**src/rtl/rsa_pkg.sv**
```systemverilog
// Shared types and constants for the RSA decryption engine.
package rsa_pkg;

    typedef enum logic [2:0] {
        IDLE  = 3'd0,
        CHECK = 3'd1,
        SQR   = 3'd2,
        MUL   = 3'd3,
        DONE  = 3'd4
    } state_t;

    localparam int RSA_WIDTH = 26;
    localparam int ONE       = 1;

endpackage

```
**src/rtl/rsa_decrypt_engine_if.sv**
```systemverilog
// Ciphertext-in / plaintext-out stream bundle for the RSA decryption engine.
interface rsa_decrypt_engine_if
    import rsa_pkg::*;
#(
    parameter int WIDTH = RSA_WIDTH
) ();

    logic             in_valid;
    logic             in_ready;
    logic [WIDTH-1:0] in_cipher;
    logic [WIDTH-1:0] key_d;
    logic [WIDTH-1:0] key_n;
    logic             out_valid;
    logic             out_ready;
    logic [WIDTH-1:0] out_plain;
    logic             out_err;
    logic             busy;

    modport master (
        output in_valid, in_cipher, key_d, key_n, out_ready,
        input  in_ready, out_valid, out_plain, out_err, busy
    );

    modport slave (
        input  in_valid, in_cipher, key_d, key_n, out_ready,
        output in_ready, out_valid, out_plain, out_err, busy
    );

endinterface

```
**src/rtl/rsa_decrypt_engine_mod_mul.sv**
```systemverilog
// Bit-serial interleaved modular multiplier: p = a*b mod n in WIDTH cycles.
module mod_mul_serial
    import rsa_pkg::*;
#(
    parameter int WIDTH = RSA_WIDTH
) (
    input  logic             clk,
    input  logic             rst_n,
    input  logic             start,
    input  logic [WIDTH-1:0] a,
    input  logic [WIDTH-1:0] b,
    input  logic [WIDTH-1:0] n,
    output logic             done,
    output logic [WIDTH-1:0] p
);

    localparam int AW = WIDTH + 2;
    localparam int CW = $clog2(WIDTH + 1);

    logic [AW-1:0]    acc;
    logic [WIDTH-1:0] a_q;
    logic [WIDTH-1:0] b_sh;
    logic [WIDTH-1:0] n_q;
    logic [CW-1:0]    cnt;

    // acc < n and a < n keep 2*acc + a below 3n, so two conditional subtracts suffice
    function automatic logic [AW-1:0] mod_step(input logic [AW-1:0]    acc_in,
                                               input logic             bit_in,
                                               input logic [WIDTH-1:0] a_in,
                                               input logic [WIDTH-1:0] n_in);
        logic [AW-1:0] t;
        logic [AW-1:0] n_ext;
        n_ext = {2'b00, n_in};
        t     = (acc_in << 1) + (bit_in ? {2'b00, a_in} : '0);
        if (t >= n_ext) t = t - n_ext;
        if (t >= n_ext) t = t - n_ext;
        return t;
    endfunction

    // the start cycle already processes the multiplier MSB
    always_ff @(posedge clk or negedge rst_n) begin
        if (!rst_n) begin
            acc  <= '0;
            a_q  <= '0;
            b_sh <= '0;
            n_q  <= '0;
            cnt  <= '0;
            done <= 1'b0;
        end else if (start) begin
            a_q  <= a;
            n_q  <= n;
            b_sh <= b << 1;
            acc  <= mod_step('0, b[WIDTH-1], a, n);
            cnt  <= CW'(WIDTH - 1);
            done <= (WIDTH == 1);
        end else if (cnt != '0) begin
            acc  <= mod_step(acc, b_sh[WIDTH-1], a_q, n_q);
            b_sh <= b_sh << 1;
            cnt  <= cnt - CW'(1);
            done <= (cnt == CW'(1));
        end else begin
            done <= 1'b0;
        end
    end

    assign p = acc[WIDTH-1:0];

endmodule

```
**src/rtl/rsa_decrypt_engine.sv**
```systemverilog
// RSA decryption engine, m = c^d mod n by left-to-right square-and-multiply.
// Build option CONST_TIME_EN: run MUL for every exponent bit (fixed latency).
//
// state | meaning
// IDLE  | ready for a ciphertext word
// CHECK | validate n >= 2 and c < n, initialise r and bit index
// SQR   | r = r*r mod n on the shared multiplier
// MUL   | r = r*c mod n on the shared multiplier
// DONE  | result held until out_ready
module rsa_decrypt_engine
    import rsa_pkg::*;
#(
    parameter int WIDTH = RSA_WIDTH
) (
    input logic                  clk,
    input logic                  rst_n,
    rsa_decrypt_engine_if.slave  bus
);

    localparam int IW = (WIDTH > 1) ? $clog2(WIDTH) : 1;

    state_t           state;
    state_t           state_next;
    logic [WIDTH-1:0] c_q;
    logic [WIDTH-1:0] d_q;
    logic [WIDTH-1:0] n_q;
    logic [WIDTH-1:0] r;
    logic [WIDTH-1:0] r_next;
    logic [WIDTH-1:0] op_a;
    logic [WIDTH-1:0] op_b;
    logic [WIDTH-1:0] p;
    logic [IW-1:0]    idx;
    logic             err_q;
    logic             first;
    logic             settle;
    logic             mul_start;
    logic             mul_done;
    logic             idx_dec;
    logic             accept;
    logic             operands_bad;
    logic             last_bit;
    logic             out_valid_int;

    assign accept        = (state == IDLE) && bus.in_valid;
    assign operands_bad  = (n_q < WIDTH'(2)) || (c_q >= n_q);
    assign last_bit      = (idx == '0);
    // error results pay the same one-cycle DONE entry as computed results
    assign out_valid_int = (state == DONE) && !settle;

    always_ff @(posedge clk or negedge rst_n) begin
        if (!rst_n) state <= IDLE;
        else        state <= state_next;
    end

    always_comb begin
        state_next = state;
        mul_start  = 1'b0;
        op_a       = r;
        op_b       = r;
        r_next     = r;
        idx_dec    = 1'b0;
        unique case (state)
            IDLE: begin
                if (bus.in_valid) state_next = CHECK;
            end
            CHECK: begin
                state_next = operands_bad ? DONE : SQR;
            end
            SQR: begin
                if (first) begin
                    mul_start = 1'b1;
                end else if (mul_done) begin
                    r_next = p;
`ifdef CONST_TIME_EN
                    state_next = MUL;
                    mul_start  = 1'b1;
                    op_a       = p;
                    op_b       = c_q;
`else
                    if (d_q[idx]) begin
                        state_next = MUL;
                        mul_start  = 1'b1;
                        op_a       = p;
                        op_b       = c_q;
                    end else if (last_bit) begin
                        state_next = DONE;
                    end else begin
                        idx_dec   = 1'b1;
                        mul_start = 1'b1;
                        op_a      = p;
                        op_b      = p;
                    end
`endif
                end
            end
            MUL: begin
                if (mul_done) begin
`ifdef CONST_TIME_EN
                    r_next = d_q[idx] ? p : r;
`else
                    r_next = p;
`endif
                    if (last_bit) begin
                        state_next = DONE;
                    end else begin
                        state_next = SQR;
                        idx_dec    = 1'b1;
                        mul_start  = 1'b1;
                        op_a       = r_next;
                        op_b       = r_next;
                    end
                end
            end
            DONE: begin
                if (out_valid_int && bus.out_ready) state_next = IDLE;
            end
            default: state_next = IDLE;
        endcase
    end

    always_ff @(posedge clk or negedge rst_n) begin
        if (!rst_n) begin
            c_q    <= '0;
            d_q    <= '0;
            n_q    <= '0;
            r      <= '0;
            idx    <= '0;
            err_q  <= 1'b0;
            first  <= 1'b0;
            settle <= 1'b0;
        end else begin
            first  <= (state == CHECK) && !operands_bad;
            settle <= (state == CHECK) && operands_bad;
            if (accept) begin
                c_q <= bus.in_cipher;
                d_q <= bus.key_d;
                n_q <= bus.key_n;
            end
            if (state == CHECK) begin
                r     <= operands_bad ? '0 : WIDTH'(ONE);
                err_q <= operands_bad;
                idx   <= IW'(WIDTH - 1);
            end else begin
                r <= r_next;
                if (idx_dec) idx <= idx - IW'(1);
            end
        end
    end

    mod_mul_serial #(.WIDTH(WIDTH)) u_mul (
        .clk   (clk),
        .rst_n (rst_n),
        .start (mul_start),
        .a     (op_a),
        .b     (op_b),
        .n     (n_q),
        .done  (mul_done),
        .p     (p)
    );

    assign bus.in_ready  = (state == IDLE);
    assign bus.out_valid = out_valid_int;
    assign bus.busy      = (state != IDLE);
    assign bus.out_plain = out_valid_int ? r : '0;
    assign bus.out_err   = out_valid_int && err_q;

endmodule

```
**src/flat_wrapper.sv**
```systemverilog
// flat-port wrapper written by rule: the top's interface ports become plain ports
module rsa_decrypt_engine_flat import rsa_pkg::*;
#(
    parameter int WIDTH = RSA_WIDTH
)
  (clk, rst_n, bus_in_valid, bus_in_cipher, bus_key_d, bus_key_n, bus_out_ready, bus_in_ready, bus_out_valid, bus_out_plain, bus_out_err, bus_busy);
  rsa_decrypt_engine_if #(.WIDTH(WIDTH)) bus_i ();
  input logic clk;
  input logic rst_n;
  input wire logic [$bits(bus_i.in_valid)-1:0] bus_in_valid;
  input wire logic [$bits(bus_i.in_cipher)-1:0] bus_in_cipher;
  input wire logic [$bits(bus_i.key_d)-1:0] bus_key_d;
  input wire logic [$bits(bus_i.key_n)-1:0] bus_key_n;
  input wire logic [$bits(bus_i.out_ready)-1:0] bus_out_ready;
  output wire logic [$bits(bus_i.in_ready)-1:0] bus_in_ready;
  output wire logic [$bits(bus_i.out_valid)-1:0] bus_out_valid;
  output wire logic [$bits(bus_i.out_plain)-1:0] bus_out_plain;
  output wire logic [$bits(bus_i.out_err)-1:0] bus_out_err;
  output wire logic [$bits(bus_i.busy)-1:0] bus_busy;
  assign bus_i.in_valid = bus_in_valid;
  assign bus_i.in_cipher = bus_in_cipher;
  assign bus_i.key_d = bus_key_d;
  assign bus_i.key_n = bus_key_n;
  assign bus_i.out_ready = bus_out_ready;
  assign bus_in_ready = bus_i.in_ready;
  assign bus_out_valid = bus_i.out_valid;
  assign bus_out_plain = bus_i.out_plain;
  assign bus_out_err = bus_i.out_err;
  assign bus_busy = bus_i.busy;
  rsa_decrypt_engine #(.WIDTH(WIDTH)) u_core (.clk(clk), .rst_n(rst_n), .bus(bus_i));
endmodule
```
**config.mk**
```make
export PLATFORM = sky130hd
export DESIGN_NAME = rsa_decrypt_engine_flat
export DESIGN_NICKNAME = d
export VERILOG_FILES = /design/src/rtl/rsa_pkg.sv /design/src/rtl/rsa_decrypt_engine_if.sv /design/src/rtl/rsa_decrypt_engine_mod_mul.sv /design/src/rtl/rsa_decrypt_engine.sv /design/src/flat_wrapper.sv
export SDC_FILE = /design/constraint.sdc
export NUM_CORES = 1
export LEC_CHECK = 0
export ABC_AREA = 1
export BUFFER_PORTS_ARGS = -buffer_cell sky130_fd_sc_hd__buf_4
export CAP_MARGIN = 0
export CORE_MARGIN = 2
export CORE_UTILIZATION = 35
export CTS_CLUSTER_SIZE = 24
export DETAILED_ROUTE_END_ITERATION = 7
export PLACE_DENSITY = 0.54
export SYNTH_ARGS = -nofsm -noshare
export SYNTH_HDL_FRONTEND = slang
export SYNTH_SLANG_ARGS = --single-unit
```
**constraint.sdc**
```tcl
create_clock -name clk -period 5.7 [get_ports clk]
set_input_delay 1.14 -clock clk [delete_from_list [all_inputs] [get_ports clk]]
set_output_delay 1.14 -clock clk [all_outputs]
set_load 0.01 [all_outputs]
```
==> impl_metrics.py, run 1 <==
metrics = {
    "setup_path": {
        "path_delay_family": "simple AND/OR/NAND/NOR gates",
        "max_stage_delay_ns": 0.47,
        "rr_worst_depth": 43,
        "worstPathRequired_ns": 6.13,
        "critical_path_peak_fanout": 15,
        "cp-end-kind": "register",
        "path_buf_inv": 10,
        "critPathSlowestCell": "dfrtp_2",
        "r2r-end": "u_core.u_mul.acc[10]",
        "start_kind": "register",
        "timing.rr.start": "u_core.u_mul.b_sh[25]",
        "r2r_slack_ns": -0.48,
        "worst-setup-path-type": "reg2reg",
        "crit_top_cell": "nand2_1",
        "crit_arrival_ns": 6.62,
    },
    "die": {
        "start_util_pct": 35.2,
        "core_area_um2": 60000,
        "placement_rows": 90,
        "ioPinCount": 112,
        "fp.dieArea_um2": 62300,
        "die_width_um": 250,
        "die_h_um": 250,
    },
    "synthesis": {
        "synth-edff-count": 0,
        "synth.ff_latch_count": 225,
        "async_flop_share_pct": 100,
        "synth.distinct_cells": 52,
        "synthesis.area_um2": 21100,
        "synth_fp_nets": 3489,
        "ys_top_cells_by_count": "nand2_1, inv_1, nand3_1, nor2_1, a21oi_1",
        "avgSynthCellArea_um2": 6.51,
        "ys_seq_area_share_pct": 26.7,
        "synth_flop_cell": "dfrtp_1",
        "yosys-top-cells-area": "dfrtp_1, nand2_1, ha_1",
        "synth_area_leader_cell": "dfrtp_1",
        "synth_warnings": 0,
        "yosysMostFrequentCell": "nand2_1",
        "yosysTopAreaCellShare_pct": 26.7,
        "synthCells": 3242,
    },
    "worst_hold_path": {
        "min_path_type": "in2async",
    },
    "drt": {
        "routed_via_density": 5.19,
        "wl_um": 97900,
        "drtIter0Drc": 2232,
        "drtPass1Iterations": 8,
        "vias": 25400,
        "wl_per_cell_um": 20.0,
        "post-route-drc-count": 2,
        "ant_nets": 0,
    },
    "timing": {
        "whs_ns": 0.466,
        "fin_skew_ns": 0.0380,
        "rsz0062_at_grt": "true",
        "hold_violations": 0,
        "slew_headroom_pct": 28.6,
        "timing.fmax_ghz": 0.162,
        "maxSlewViolCount": 0,
        "finalCritPeriodShare_pct": 108,
        "worst-slew-pin-transition_ns": 1.07,
        "setup_ws_ns": -0.483,
        "final-setup-viol-count": 27,
        "period_needed_ns": 6.18,
    },
    "cells_and_area": {
        "fin_nets": 4340,
        "fillers": 5949,
        "multi_input_area_um2": 15200,
        "regArea_um2": 5630,
        "area_growth_pct": 50.6,
        "drive_above_1_share_pct": 33.4,
    },
    "place": {
        "gp_congestion": 0.973,
        "port-buffer-count": 111,
        "hpwl_um": 77900,
    },
    "global_routing": {
        "grt_overflow": 0,
        "grt_pass1_vias": 24300,
        "grt.total_usage_pct": 30.6,
        "grt_max_degree": 114,
        "antenna_found_initial": 0,
        "grt_pass1_wl_um": 147000,
    },
    "clock_tree": {
        "clk_path_buf_depth": 3,
        "clockRootBuffer": "clkbuf_16",
        "worstSkewPairLatency_ns": 0.58,
        "htree_levels": 1,
        "cts_tree": "done",
        "clkSlewWorstSetupHoldPaths_ns": 0.06,
        "numCtsBuffers": 26,
        "cts_sinks": 225,
    },
    "status": {
        "violations": "design-rule violations, negative setup slack",
        "outcome": "finished, violations left",
    },
    "run": {
        "drv_cap": 0,
    },
}
[registers in the layout, summed over array words and instances (netlist names), 5 cells and up]
| register | count |
|---|---|
| u_core.u_mul.a_q | 26 |
| u_core.c_q | 26 |
| u_core.u_mul.cnt | 5 |
| u_core.u_mul.n_q | 26 |
| u_core.idx | 5 |
| u_core.u_mul.b_sh | 25 |
| u_core.d_q | 26 |
| u_core.u_mul.acc | 27 |
| u_core.n_q | 26 |
| u_core.r | 26 |
[per-stage QoR]
stage | std cells | worst slack, ns | util, % | instance area [um^2] | TNS [ns]
floorplan | 3242 | 0.0101 | - | 21200 | 0
global placement | 4787 | -1.17 | 47.3 | 28400 | -27.69
detailed placement | 4787 | -1.14 | 47.3 | 28400 | -26.60
CTS | 4878 | -0.268 | 51.8 | 31100 | -4.46
global route | 4895 | -0.815 | 53.0 | 31800 | -20.89
finish | 4896 | -0.483 | 53.0 | 31800 | -12.21
[timing repair]
item | 4_1_cts | 5_1_grt
pin swaps | 55 | 73
gates resized for setup | 298 | 119
endpoints found under the setup margin | 27 | 27
hold buffers | 0 | 0
buffers inserted | 38 | 15
gates cloned | 6 | 4
[worst max path at each step]
stage,startpoint,end,slack (ns),cells past startpoint
2_1_floorplan,u_core.u_mul.b_sh[25],u_core.u_mul.acc[19],0.01,42
3_3_place_gp,u_core.idx[0],u_core.u_mul.acc[25],-1.17,43
3_5_place_dp,u_core.idx[0],u_core.u_mul.acc[25],-1.14,43
4_1_cts,u_core.u_mul.b_sh[25],u_core.u_mul.acc[25],-0.27,42
5_1_grt,u_core.u_mul.b_sh[25],u_core.u_mul.acc[6],-0.81,41
6_report,u_core.u_mul.b_sh[25],u_core.u_mul.acc[10],-0.48,43
[cells in the final DEF, fill, tap and decap left out, types with 9 or more instances in the layout]
master       n
inv_2       26
nand4_1     26
o21bai_1    11
a21oi_2     42
nand2_4     10
clkbuf_16   30
xnor2_1     42
nand3_2     60
mux2_2      41
nor2_2      26
nor2_1     232
nand2_2     67
nand3_1    212
a31oi_1     20
buf_6       12
ha_1       110
inv_1      373
o21ai_1     38
buf_4      877
dfrtp_1    224
o22ai_1     36
o211ai_1     9
nor2_4      10
o21ai_0    191
ha_4        46
nand2_1    881
a21o_1      16
buf_12      21
nand3_4      9
a21oi_1    188
xor2_1      60
nor3_1      14
[cell type report]
class	instances	share of cell area (%)
Clock inverter	19	0.744
Sequential cell	225	17.7
Timing Repair Buffer	928	23.7
Multi-Input combinational cell	2503	47.7
Tap cell	782	3.08
Clock buffer	29	2.11
Inverter	409	4.91
Antenna cell	1	0.00787
[kinds of logic (layout without fill, tap and decap cells)]
kind of cell	Yosys count	count (layout)	synth area share, %
and+or+nand+nor	1581	1581	31.1
AOI/OAI and AO/OA	603	603	15.7
buffers and inverters	514	1385	9.64
DFF	225	225	26.7
adders and majority gates	165	165	9.96
xor gates and xnor gates	111	111	4.61
muxes	43	43	2.28
other	0	1	0
[per-layer routing]
layer,wire (um),global-route usage (%)
met2,43800,49.5
met1,42200,41.4
met5,0,0
met4,5220,13.9
met3,6740,2.91
[worst reg2reg max path, delay by kind of cell (launching register included)]
| family | cells | cell delay, ns |
|---|---|---|
| AND/OR/NAND/NOR | 22 | 2.12 |
| buffers and inverters | 10 | 1.12 |
| AO/OA/AOI/OAI | 6 | 1.06 |
| flip-flops | 1 | 0.47 |
| adder cells (fa/ha/maj) | 4 | 1.05 |
| XOR/XNOR | 1 | 0.18 |
Power of run 1 is left out: the tool's default activity adds up to more than one toggle a clock period on the data nets, which glitch-free logic cannot reach.
==> run 2, diff against run 1 <==
Settings changed: SKIP_LAST_GASP set to 1.
==> impl_metrics.py, run 2 (synthesized netlist as in run 1, its figures left out) <==
metrics = {
    "setup_path": {
        "crit_arrival_ns": 6.67,
        "critPathSlowestCell": "dfrtp_2",
        "rr_worst_depth": 41,
        "cp-end-kind": "register",
        "path_delay_family": "simple AND/OR/NAND/NOR gates",
        "r2r-end": "u_core.u_mul.acc[23]",
        "r2r_slack_ns": -0.48,
        "start_kind": "register",
        "worst-setup-path-type": "reg2reg",
        "cp.depth": 41,
        "critical_path_peak_fanout": 8,
        "crit_top_cell": "nand2_1",
        "max_stage_delay_ns": 0.48,
        "worstPathRequired_ns": 6.19,
        "timing.rr.start": "u_core.u_mul.b_sh[25]",
        "path_buf_inv": 10,
    },
    "place": {
        "dpl_cell_area_um2": 28400,
        "post-place-ws_ns": -1.14,
        "gp_congestion": 0.973,
        "port-buffer-count": 111,
        "hpwl_um": 77900,
    },
    "die": {
        "ioPinCount": 112,
        "die_width_um": 250,
        "core_area_um2": 60000,
        "die_h_um": 250,
        "start_util_pct": 35.2,
        "fp.dieArea_um2": 62300,
        "placement_rows": 90,
    },
    "timing": {
        "worst-slew-pin-transition_ns": 1.08,
        "fin_skew_ns": 0.0317,
        "whs_ns": 0.470,
        "setup_ws_ns": -0.476,
        "rsz0062_at_grt": "true",
        "maxSlewViolCount": 0,
        "timing.fmax_ghz": 0.162,
        "slew_headroom_pct": 27.9,
        "hold_violations": 0,
        "finalCritPeriodShare_pct": 108,
        "final-setup-viol-count": 27,
        "period_needed_ns": 6.18,
    },
    "drt": {
        "ant_nets": 0,
        "drtPass1Iterations": 5,
        "routed_via_density": 5.21,
        "wl_per_cell_um": 20.1,
        "wl_um": 98400,
        "drtIter0Drc": 2417,
        "post-route-drc-count": 0,
        "vias": 25600,
    },
    "status": {
        "outcome": "finished, violations left",
        "violations": "negative setup slack",
    },
    "cells_and_area": {
        "fin_area_um2": 32000,
        "num_antenna_cells": 0,
        "fin_nets": 4353,
        "regMostFlops": "u_core.u_mul.acc",
        "largest_register_ffs": 27,
        "final_cell_mix": "buf_4, nand2_1, inv_1",
        "area_growth_pct": 51.8,
        "final_common_cell": "buf_4",
        "drive_above_1_share_pct": 34.0,
    },
    "clock_tree": {
        "hold_buffers": 0,
        "worstSkewPairLatency_ns": 0.58,
        "clk_path_buf_depth": 3,
        "clkSlewWorstSetupHoldPaths_ns": 0.06,
        "clockRootBuffer": "clkbuf_16",
        "cts_sinks": 225,
        "cts_tree": "done",
        "numCtsBuffers": 26,
        "htree_levels": 1,
    },
    "global_routing": {
        "grt_overflow": 0,
        "grt_pass1_vias": 24400,
        "antenna_found_initial": 0,
        "grt.total_usage_pct": 30.6,
        "grt_pass1_wl_um": 147000,
        "grt_max_degree": 114,
    },
    "run": {
        "drv_cap": 0,
    },
    "worst_hold_path": {
        "min_path_type": "in2async",
    },
}
-- run 2: layout make-up --
cell class              instances  area (um^2)
fillers                      5915        28000
multi-input cells            2503        15300
repair buffers                941         7630
flip-flops and latches        225         5630
inverters                     409         1560
well taps                     782          978
clock buffers                  29          672
clock inverters                19          236
-- run 2: how the worst max path moves through the flow --
stage | start | end | slack [ns]
2_1_floorplan | u_core.u_mul.b_sh[25] | u_core.u_mul.acc[19] | 0.01
3_3_place_gp | u_core.idx[0] | u_core.u_mul.acc[25] | -1.17
3_5_place_dp | u_core.idx[0] | u_core.u_mul.acc[25] | -1.14
4_1_cts | u_core.u_mul.b_sh[25] | u_core.u_mul.acc[25] | -0.27
5_1_grt | u_core.u_mul.b_sh[25] | u_core.u_mul.acc[0] | -0.76
6_report | u_core.u_mul.b_sh[25] | u_core.u_mul.acc[23] | -0.48
-- run 2: through the flow --
stage / TNS (ns) / std cells / util (%)
6_report: -11.10 / 4908 / 53.4
5_1_grt: -18.50 / 4908 / 53.4
4_1_cts: -5.29 / 4878 / 51.7
3_5_place_dp: -26.60 / 4787 / 47.3
3_3_place_gp: -27.69 / 4787 / 47.3
2_1_floorplan: 0 / 3242 / -
-- run 2: per-layer routing --
metal	vias to the layer above	global-route usage [%]	part of all wire (%)
li1	12400	-	-
met1	12000	41.4	44
met2	1029	49.4	45
met3	215	2.72	6.3
met4	0	14.3	5.4
met5	-	0	0
-- run 2: repair_timing --
action / in CTS / in global routing
resized for setup: 280 / 170
gates cloned: 6 / 4
setup buffers: 38 / 27
endpoints found under the setup margin: 27 / 27
endpoints found under the hold margin: 0 / 0
pin swaps: 55 / 46
Power of run 2 is left out for the same reason.
